[config.mk]
export PLATFORM = sky130hd
export DESIGN_NAME = pipeline_stage_reg_flat
export DESIGN_NICKNAME = d
export VERILOG_FILES = /design/src/rtl/pipeline_stage_reg_if.sv /design/src/rtl/pipeline_stage_reg.sv /design/src/flat_wrapper.sv
export SDC_FILE = /design/constraint.sdc
export NUM_CORES = 1
export LEC_CHECK = 0
export CORE_ASPECT_RATIO = 0.75
export CORE_MARGIN = 2
export CORE_UTILIZATION = 50
export CTS_CLUSTER_SIZE = 14
export DETAILED_ROUTE_END_ITERATION = 10
export PLACE_DENSITY = 0.8
export SETUP_SLACK_MARGIN = 0.5
export SLEW_MARGIN = 20
export SYNTH_ARGS = -nofsm -noshare
export SYNTH_HDL_FRONTEND = slang
export SYNTH_SLANG_ARGS = --single-unit
export TNS_END_PERCENT = 10
[constraint.sdc]
create_clock -name clk -period 1.91 [get_ports clk]
set_input_delay 0.191 -clock clk [delete_from_list [all_inputs] [get_ports clk]]
set_output_delay 0.191 -clock clk [all_outputs]
set_load 0.005 [all_outputs]
[src/rtl/pipeline_stage_reg_if.sv]
// rtl/pipeline_stage_reg_if.sv - valid/ready entry bus between pipeline stages
interface pipeline_stage_reg_if #(
   parameter int DATA_BITS    = 32,
   parameter int NUM_OPERANDS = 2,
   parameter int CTRL_BITS    = 8,
   parameter int META_BITS    = 9
);
   logic                              valid;
   logic                              ready;
   logic [DATA_BITS-1:0]              pc;
   logic [NUM_OPERANDS*DATA_BITS-1:0] operands;
   logic [DATA_BITS-1:0]              imm;
   logic [CTRL_BITS-1:0]              ctrl;
   logic [META_BITS-1:0]              meta;

   // producer side: drives the entry, observes ready
   modport master (
      output valid,
      output pc,
      output operands,
      output imm,
      output ctrl,
      output meta,
      input  ready
   );

   // consumer side: observes the entry, drives ready
   modport slave (
      input  valid,
      input  pc,
      input  operands,
      input  imm,
      input  ctrl,
      input  meta,
      output ready
   );
endinterface

[src/rtl/pipeline_stage_reg.sv]
// rtl/pipeline_stage_reg.sv - inter-stage pipeline register with skid buffer, flush and perf counters
module pipeline_stage_reg #(
   parameter int DATA_BITS    = 32,
   parameter int NUM_OPERANDS = 2,
   parameter int CTRL_BITS    = 8,
   parameter int META_BITS    = 9,
   parameter int CNT_BITS     = 16
) (
   input  logic                clk,
   input  logic                n_reset,
   input  logic                flush,
   pipeline_stage_reg_if.slave  in_if,
   pipeline_stage_reg_if.master out_if,
   output logic [CNT_BITS-1:0] stall_count,
   output logic [CNT_BITS-1:0] bubble_count
);

   localparam int OPS_BITS = NUM_OPERANDS * DATA_BITS;

   typedef struct packed {
      logic [DATA_BITS-1:0] pc;
      logic [OPS_BITS-1:0]  operands;
      logic [DATA_BITS-1:0] imm;
      logic [CTRL_BITS-1:0] ctrl;
      logic [META_BITS-1:0] meta;
   } entry_t;

   localparam logic [CNT_BITS-1:0] CNT_MAX = {CNT_BITS{1'b1}};
   localparam logic [CNT_BITS-1:0] CNT_ONE = CNT_BITS'(1);

   logic   main_valid_q, main_valid_d;
   logic   skid_valid_q, skid_valid_d;
   entry_t main_q, main_d;
   entry_t skid_q, skid_d;
   logic [CNT_BITS-1:0] stall_q, stall_d;
   logic [CNT_BITS-1:0] bubble_q, bubble_d;

   entry_t in_entry;
   logic   accept;
   logic   advance;

   // ready depends only on registered skid state, so out_ready never reaches in_ready combinationally
   always_comb begin
      in_entry          = '0;
      in_entry.pc       = in_if.pc;
      in_entry.operands = in_if.operands;
      in_entry.imm      = in_if.imm;
      in_entry.ctrl     = in_if.ctrl;
      in_entry.meta     = in_if.meta;
      in_if.ready       = !skid_valid_q;
      accept            = in_if.valid && !skid_valid_q;
      advance           = out_if.ready || !main_valid_q;
   end

   // next entry state: flush kills both slots, otherwise main drains skid first to keep order
   always_comb begin
      main_valid_d = main_valid_q;
      skid_valid_d = skid_valid_q;
      main_d       = main_q;
      skid_d       = skid_q;
      if (flush) begin
         main_valid_d = 1'b0;
         skid_valid_d = 1'b0;
      end else if (advance) begin
         if (skid_valid_q) begin
            // accept is impossible here since in_ready is low while skid is full
            main_d       = skid_q;
            main_valid_d = 1'b1;
            skid_valid_d = 1'b0;
         end else if (accept) begin
            main_d       = in_entry;
            main_valid_d = 1'b1;
         end else begin
            main_valid_d = 1'b0;
         end
      end else if (accept) begin
         // main is held by downstream, park the new entry in the skid slot
         skid_d       = in_entry;
         skid_valid_d = 1'b1;
      end
   end

   // saturating perf counters, each cycle classified from the current output state
   always_comb begin
      stall_d  = stall_q;
      bubble_d = bubble_q;
      if (main_valid_q && !out_if.ready && (stall_q != CNT_MAX)) begin
         stall_d = stall_q + CNT_ONE;
      end
      if (!main_valid_q && (bubble_q != CNT_MAX)) begin
         bubble_d = bubble_q + CNT_ONE;
      end
   end

   // state registers; reset takes priority over flush and clears data as well as valids
   always_ff @(posedge clk) begin
      if (!n_reset) begin
         main_valid_q <= 1'b0;
         skid_valid_q <= 1'b0;
         main_q       <= '0;
         skid_q       <= '0;
         stall_q      <= '0;
         bubble_q     <= '0;
      end else begin
         main_valid_q <= main_valid_d;
         skid_valid_q <= skid_valid_d;
         main_q       <= main_d;
         skid_q       <= skid_d;
         stall_q      <= stall_d;
         bubble_q     <= bubble_d;
      end
   end

   // a bubble presents NOP control downstream; the rest of the data just holds
   always_comb begin
      out_if.valid    = main_valid_q;
      out_if.pc       = main_q.pc;
      out_if.operands = main_q.operands;
      out_if.imm      = main_q.imm;
      out_if.meta     = main_q.meta;
      out_if.ctrl     = main_valid_q ? main_q.ctrl : '0;
      stall_count     = stall_q;
      bubble_count    = bubble_q;
   end

endmodule
[src/flat_wrapper.sv]
// flat-port wrapper written by rule: the top's interface ports become plain ports
module pipeline_stage_reg_flat 
#(
   parameter int DATA_BITS    = 32,
   parameter int NUM_OPERANDS = 2,
   parameter int CTRL_BITS    = 8,
   parameter int META_BITS    = 9,
   parameter int CNT_BITS     = 16
)
  (clk, n_reset, flush, stall_count, bubble_count, in_if_valid, in_if_pc, in_if_operands, in_if_imm, in_if_ctrl, in_if_meta, in_if_ready, out_if_valid, out_if_pc, out_if_operands, out_if_imm, out_if_ctrl, out_if_meta, out_if_ready);
  pipeline_stage_reg_if #(.DATA_BITS(DATA_BITS), .NUM_OPERANDS(NUM_OPERANDS), .CTRL_BITS(CTRL_BITS), .META_BITS(META_BITS)) in_if_i ();
  pipeline_stage_reg_if #(.DATA_BITS(DATA_BITS), .NUM_OPERANDS(NUM_OPERANDS), .CTRL_BITS(CTRL_BITS), .META_BITS(META_BITS)) out_if_i ();
  input  logic clk;
  input  logic n_reset;
  input  logic flush;
  output logic [CNT_BITS-1:0] stall_count;
  output logic [CNT_BITS-1:0] bubble_count;
  input wire logic [$bits(in_if_i.valid)-1:0] in_if_valid;
  input wire logic [$bits(in_if_i.pc)-1:0] in_if_pc;
  input wire logic [$bits(in_if_i.operands)-1:0] in_if_operands;
  input wire logic [$bits(in_if_i.imm)-1:0] in_if_imm;
  input wire logic [$bits(in_if_i.ctrl)-1:0] in_if_ctrl;
  input wire logic [$bits(in_if_i.meta)-1:0] in_if_meta;
  output wire logic [$bits(in_if_i.ready)-1:0] in_if_ready;
  output wire logic [$bits(out_if_i.valid)-1:0] out_if_valid;
  output wire logic [$bits(out_if_i.pc)-1:0] out_if_pc;
  output wire logic [$bits(out_if_i.operands)-1:0] out_if_operands;
  output wire logic [$bits(out_if_i.imm)-1:0] out_if_imm;
  output wire logic [$bits(out_if_i.ctrl)-1:0] out_if_ctrl;
  output wire logic [$bits(out_if_i.meta)-1:0] out_if_meta;
  input wire logic [$bits(out_if_i.ready)-1:0] out_if_ready;
  assign in_if_i.valid = in_if_valid;
  assign in_if_i.pc = in_if_pc;
  assign in_if_i.operands = in_if_operands;
  assign in_if_i.imm = in_if_imm;
  assign in_if_i.ctrl = in_if_ctrl;
  assign in_if_i.meta = in_if_meta;
  assign in_if_ready = in_if_i.ready;
  assign out_if_valid = out_if_i.valid;
  assign out_if_pc = out_if_i.pc;
  assign out_if_operands = out_if_i.operands;
  assign out_if_imm = out_if_i.imm;
  assign out_if_ctrl = out_if_i.ctrl;
  assign out_if_meta = out_if_i.meta;
  assign out_if_i.ready = out_if_ready;
  pipeline_stage_reg #(.DATA_BITS(DATA_BITS), .NUM_OPERANDS(NUM_OPERANDS), .CTRL_BITS(CTRL_BITS), .META_BITS(META_BITS), .CNT_BITS(CNT_BITS)) u_core (.clk(clk), .n_reset(n_reset), .flush(flush), .in_if(in_if_i), .out_if(out_if_i), .stall_count(stall_count), .bubble_count(bubble_count));
endmodule
==> results of run 1 <==
-- registers in the layout, summed over array words and instances, names as in the netlist --
register,cells
u_core.stall_count,16
u_core.out_if.meta,9
u_core.skid_q,145
u_core.skid_valid_q,1
u_core.main_q,8
u_core.out_if.operands,64
u_core.bubble_count,16
u_core.out_if.pc,32
u_core.out_if.valid,1
u_core.out_if.imm,32
-- critical path, stage by stage (launching register included) --
cell       delay [ns]
dfxtp_4          0.35
buf_6            0.12
and2b_2          0.21
nor3_4           0.27
buf_6            0.21
buf_12           0.14
clkbuf_16        0.17
nor2_2           0.04
a211oi_2         0.17
-- path summary, 6_finish.rpt --
check | from | to
setup / recovery | u_core.out_if.valid$_SDFFE_PP0P_ | u_core.out_if.operands[41]$_SDFFE_PN0P_
hold / removal | in_if_imm[20] | u_core.skid_q[37]$_SDFFE_PN0P_
setup reg to reg | u_core.out_if.valid$_SDFFE_PP0P_ | u_core.out_if.operands[41]$_SDFFE_PN0P_
hold reg to reg | u_core.skid_q[56]$_SDFFE_PN0P_ | u_core.skid_q[56]$_SDFFE_PN0P_
-- power by group through the flow --
stage	combinational [mW]	clock [mW]	sequential [mW]
floorplan	0.901	0	7.25
global placement	1.56	0	7.29
detailed placement	1.60	0	7.30
CTS	1.69	6.73	7.13
global route	2.01	7.03	7.16
finish	1.89	6.66	7.14
-- layout make-up --
cell class | instances | area [sq um] | area share [%]
Sequential cell | 324 | 6588 | 33.87
Multi-Input combinational cell | 1044 | 6385 | 32.83
Timing Repair Buffer | 440 | 4878 | 25.08
Clock buffer | 45 | 959.7 | 4.934
Tap cell | 357 | 446.7 | 2.297
Clock inverter | 11 | 165.2 | 0.8492
Inverter | 5 | 26.28 | 0.1351
-- metrics by stage --
step	util [%]	power (mW)	area, sq um
2_1_floorplan	-	8.152	14160
6_report	69.83	15.69	19450
4_1_cts	66.80	15.55	18610
3_5_place_dp	60.87	8.902	16950
3_3_place_gp	60.87	8.858	16950
5_1_grt	69.83	16.20	19450
-- synth_stat cells (all sizes together) (3+ instances only) --
cell    count  area [sq um]
a211oi    145          1089
a21oi     165         825.8
and2        8         50.05
and3        7         46.29
buf       204          1364
clkbuf     56         220.2
dfxtp     324          6486
inv         5         18.76
mux2i     151          1511
nand2     307          1152
nand2b      9         56.30
nand3      12         65.06
nand4      13         102.6
nor2      153         574.3
nor3       10         55.05
nor4        8         62.56
o21ai       7         35.03
o31ai      12         90.09
or2         3         18.77
or3         5         32.53
or4        10         75.07
-- logic make-up (layout without fill, tap and decap cells) --
family / after synthesis / after routing
flops: 324 / 324
buf+inv: 265 / 501
simple gates: 552 / 552
fa+ha+maj: 2 / 2
compound gates: 339 / 339
mux: 151 / 151
-- layer usage --
layer	track usage, %	vias up
met2	40.76	419
met4	7.143	6
li1	-	5929
met3	7.528	82
met1	30.78	5860
met5	0	-
-- what timing repair did --
| item | in CTS | in global routing |
|---|---|---|
| setup buffers | 23 | 12 |
| pin swaps | 6 | 46 |
| resized for setup | 149 | 93 |
| endpoints found under the setup margin | 500 | 475 |
| cloned | 7 | 15 |
==> metrics, run 1 <==
CTS Hold Bufs 0; CP endpoint kind flop; largest family of logic cells by synthesized area simple AND/OR/NAND/NOR gates; ANT cells 0; multiplexer area fraction after synthesis 10.72%; die height 149.5 um; most common cell after layout, fill and taps aside nand2_1; met3 WL 3555 um; Final Hold Viols 0; Clock Skews 0.01663 ns; Seq/Total Area, Yosys 45.99%; synthesized area 14100 sq um; pre-CTS setup slack -0.07737 ns; PD cells 806.7 nW/um^2; DR vias 12300; adder-cell area share of the yosys netlist 0.1774%; slew at the pin closest to its max-slew limit 0.6127 ns; Core Rows 53; largest net degree at the start of global routing 78; Final Slew Violations 0; Synth Area in Compound Gates 15.06%; core footprint 27850 sq um; Ports 329; slew margin rel. 59.15%; grt ovf 0; number of synthesized flops with an enable pin 0; top layer reached by signal wires met5; clock power share 42.5%; Placer Congestion 0.8425; Post-synth ARST share 0%; CP Data Required Time 2.38 ns; Sw Ratio 23.10%; First DRT Iteration DRCs 603; # clock sinks 324; final WL 41360 um; routed wl met2 19340 um; Initial Utilization 50.64%; M1 WL 17340 um; WL per Instance 18.58 um; Max IR drop VDD 736.6 uV; layout cell share with drive strength beyond 1 16.37%; most frequent cells in the layout 306 x nand2_1, 287 x dfxtp_1, 284 x clkdlybuf4s50_1; Ys Warns 0; first-pass GRT wire length 58900 um; CP arrival 2.24 ns; worst hold path cell count 3; fin nets 1998; via/cell ratio 5.524; drt drc 0; hold slack 0.1964 ns; Die Area 29580 sq um; syn nets 1785; Min-Delay Path Class input pin to flop; Pint 12.06 mW; vias in the first global route 11430; Die Wd 197.9 um; Simple-Gate Fraction of Synth Area 16.70%; Syn Inst Count 1633; initial antenna violation count 3; Worst Path Max Fanout 8; FF-to-FF path depth 8; H-tree levels 1; fin cells 2226; Setup TNS 0 ns; r2r setup slk 0.14 ns; Tcrit/Tclk final 92.52%; crit path kind flop to flop; All-Layer GR Usage 24.52%; ANT nets after route 0; # fillers 2032; synthesized area per cell 8.637 sq um; Area growth, synth to finish 37.90%; Clock transition at path regs 0.07 ns; synth unique cells 49; RSZ-0062 raised after global routing yes; CTS tree yes; PortBufs 328; #FFs+latches synth 324; outcome completed; Max Fclk 565.9 MHz; placed wire-length estimate 24290 um; final worst setup slack 0.1428 ns; critical path launch point type flop; dominant synthesized flop cell dfxtp_1; fin crit period 1.767 ns; xor/xnor cell area share of the yosys netlist 0%; worst-skew pair later-pin latency 0.56 ns; Max-Cap Viols 0; Gate power share 12.0%; DR pass1 iterations 5; Flop pwr share 45.5%; Pleak 6.720 nW; Max clock buf depth 3; final setup violation count 0; CTS root buffer clkbuf_16; switching pwr 3.624 mW; Num CTS Buffers 31; Placed Cells 2113
No activity file was read; power rests on OpenSTA's default activity.
==> inputs of run 2 (changes only) <==
--- a/config.mk
+++ b/config.mk
@@ -7,10 +7,10 @@
 export LEC_CHECK = 0
 export CORE_ASPECT_RATIO = 0.75
 export CORE_MARGIN = 2
-export CORE_UTILIZATION = 50
+export CORE_UTILIZATION = 44
 export CTS_CLUSTER_SIZE = 14
 export DETAILED_ROUTE_END_ITERATION = 10
-export PLACE_DENSITY = 0.8
+export PLACE_DENSITY = 0.72
 export SETUP_SLACK_MARGIN = 0.5
 export SLEW_MARGIN = 20
 export SYNTH_ARGS = -nofsm -noshare
==> metrics, run 2 (synthesized netlist as in run 1, its figures left out) <==
most common cell after layout, fill and taps aside nand2_1 (unchanged); worst hold path cell count 3 (unchanged); Final Slew Violations 0 (unchanged); core footprint 31390 sq um (was 27850 sq um); CTS Hold Bufs 0 (unchanged); crit path kind flop to flop (unchanged); H-tree levels 2 (was 1); placed cell areas 16980 sq um (was 16950 sq um); Final Hold Viols 0 (unchanged); cell family with most CP delay buffers and inverters (unchanged); CTS root buffer clkbuf_16 (unchanged); worst-skew pair later-pin latency 0.51 ns (was 0.56 ns); Initial Utilization 44.93% (was 50.64%); Max clock buf depth 3 (unchanged); Max-Cap Viols 0 (unchanged); DR pass1 iterations 5 (unchanged); initial antenna violation count 3 (unchanged); WHS Endpoint u_core.skid_q[105]$_SDFFE_PN0P_ (was u_core.skid_q[37]$_SDFFE_PN0P_); fin crit period 1.730 ns (was 1.767 ns); critical path launch point type flop (unchanged); Area growth, synth to finish 34.68% (was 37.90%); First DRT Iteration DRCs 786 (was 603); layout cell share with drive strength beyond 1 12.72% (was 16.37%); Max IR drop VDD 564.8 uV (was 736.6 uV); r2r startpoint u_core.out_if.valid$_SDFFE_PP0P_ (unchanged); Max Fclk 578.2 MHz (was 565.9 MHz); Ports 329 (unchanged); CP Data Required Time 2.29 ns (was 2.38 ns); Clock Skews 0.01160 ns (was 0.01663 ns); Clock transition at path regs 0.06 ns (was 0.07 ns); die height 159.1 um (was 149.5 um); # fillers 2620 (was 2032); final setup violation count 0 (unchanged); Num CTS Buffers 34 (was 31); placed wire-length estimate 24060 um (was 24290 um); crit path cell chain buf_6 > and2b_2 > nor3_4 > buf_12 > buf_4 > bufbuf_16 > a211oi_1 (was buf_6 > and2b_2 > nor3_4 > buf_6 > buf_12 > clkbuf_16 > nor2_2 > a211oi_2); slowest stage delay, CP 0.36 ns (was 0.35 ns); largest net degree at the start of global routing 71 (was 78); CP arrival 2.11 ns (was 2.24 ns); Tcrit/Tclk final 90.56% (was 92.52%); via/cell ratio 5.298 (was 5.524); capture point of the worst reg-to-reg path u_core.out_if.imm[21]$_SDFFE_PN0P_ (was u_core.out_if.operands[41]$_SDFFE_PN0P_); min-delay src in_if_operands[56] (was in_if_imm[20]); CP Buf/Inv Count 4 (unchanged); PortBufs 328 (unchanged); Die Area 33520 sq um (was 29580 sq um); Core Rows 56 (was 53); grt ovf 0 (unchanged); clock power share 43.2% (was 42.5%); RSZ-0062 raised after global routing yes (unchanged); slew at the pin closest to its max-slew limit 0.5076 ns (was 0.6127 ns); slowest CP cell dfxtp_4 (unchanged); CTS tree yes (unchanged); slew margin rel. 65.85% (was 59.15%); Pint 12.04 mW (was 12.06 mW); All-Layer GR Usage 22.07% (was 24.52%); FF-to-FF path depth 7 (was 8); Design Area, Final 18990 sq um (was 19450 sq um); drt drc 0 (unchanged); switching pwr 3.641 mW (was 3.624 mW); Placer Congestion 0.8125 (was 0.8425); r2r setup slk 0.18 ns (was 0.14 ns); Min-Delay Path Class input pin to flop (unchanged); final WL 39230 um (was 41360 um); Reg with most FFs u_core.skid_q (unchanged); Sw Ratio 23.22% (was 23.10%); Worst Path Max Fanout 26 (was 8); vias in the first global route 11100 (was 11430); # clock sinks 324 (unchanged); Die Wd 210.7 um (was 197.9 um); Setup TNS 0 ns (unchanged); most frequent cells in the layout 307 x nand2_1, 296 x clkdlybuf4s50_1, 293 x dfxtp_1 (was 306 x nand2_1, 287 x dfxtp_1, 284 x clkdlybuf4s50_1); PD cells 825.7 nW/um^2 (was 806.7 nW/um^2); fin nets 1976 (was 1998); Gate power share 11.3% (was 12.0%); outcome completed (unchanged); ANT nets after route 0 (unchanged); Pleak 6.450 nW (was 6.720 nW); first-pass GRT wire length 60380 um (was 58900 um); WL per Instance 17.36 um (was 18.58 um); max reg flops 145 (unchanged); CP endpoint kind flop (unchanged); Flop pwr share 45.5% (about the same); DR vias 11970 (was 12300)
-- run 2: power by group through the flow --
stage | clock network (mW) | logic, mW | registers [mW]
5_1_grt | 7.19 | 1.92 | 7.16
6_report | 6.77 | 1.78 | 7.14
3_5_place_dp | 0 | 1.60 | 7.30
2_1_floorplan | 0 | 0.901 | 7.25
4_1_cts | 6.88 | 1.74 | 7.13
3_3_place_gp | 0 | 1.57 | 7.30
-- run 2: tightest hold or removal path, cell delays in order --
cell	delay (ns)
clkdlybuf4s50_1	0.41
nand2_1	0.06
a21oi_1	0.05
-- run 2: cell type report --
class / instances / area, sq um / area share (%)
antenna: 5 / 12.51 / 0.06587
clock buffer: 52 / 1042 / 5.487
clock inverter: 8 / 92.59 / 0.4875
inverter: 5 / 28.78 / 0.1515
multi-input combinational: 1044 / 6245 / 32.88
sequential: 324 / 6573 / 34.60
tap: 406 / 508.0 / 2.674
timing repair buffer: 415 / 4493 / 23.65
-- run 2: per-stage QoR --
stage	instances	worst slack (ns)	hold WS (ns)	power (mW)	utilization [%]
floorplan	1633	0.4446	0.3243	8.152	-
global placement	2153	-0.03806	0.4405	8.863	54.11
detailed placement	2153	-0.1150	0.4461	8.898	54.11
CTS	2252	0.1281	0.2284	15.76	59.86
global route	2256	0.1102	0.2386	16.27	60.49
finish	2259	0.1804	0.2515	15.68	60.51
-- run 2: worst max-delay path by stage --
stage                                        startpoint                                      end  slack [ns]  cells past startpoint
global route           u_core.out_if.valid$_SDFFE_PP0P_  u_core.out_if.operands[10]$_SDFFE_PN0P_        0.11                      8
global placement                           out_if_ready        u_core.out_if.pc[19]$_SDFFE_PN0P_       -0.04                      7
CTS                    u_core.out_if.valid$_SDFFE_PP0P_        u_core.out_if.imm[5]$_SDFFE_PN0P_        0.13                      8
finish                 u_core.out_if.valid$_SDFFE_PP0P_       u_core.out_if.imm[21]$_SDFFE_PN0P_        0.18                      7
detailed placement                         out_if_ready         u_core.out_if.pc[8]$_SDFFE_PN0P_       -0.11                      7
floorplan           u_core.bubble_count[2]$_SDFFE_PN0P_      u_core.bubble_count[9]$_SDFFE_PN0P_        0.44                      4
-- run 2: repair_timing --
item                                    CTS  global route
endpoints found under the setup margin  499           480
gates cloned                             10             1
gates resized for setup                 138            35
setup buffers                            29             1
pin swaps                                10             3
-- run 2: per-layer routing --
| layer | share of wire [%] | vias to the layer above | track usage (%) |
|---|---|---|---|
| li1 | - | 5876 | - |
| met1 | 44 | 5693 | 29.17 |
| met2 | 47 | 346 | 35.76 |
| met3 | 7.0 | 54 | 6.193 |
| met4 | 1.5 | 0 | 5.154 |
| met5 | 0 | - | 0 |
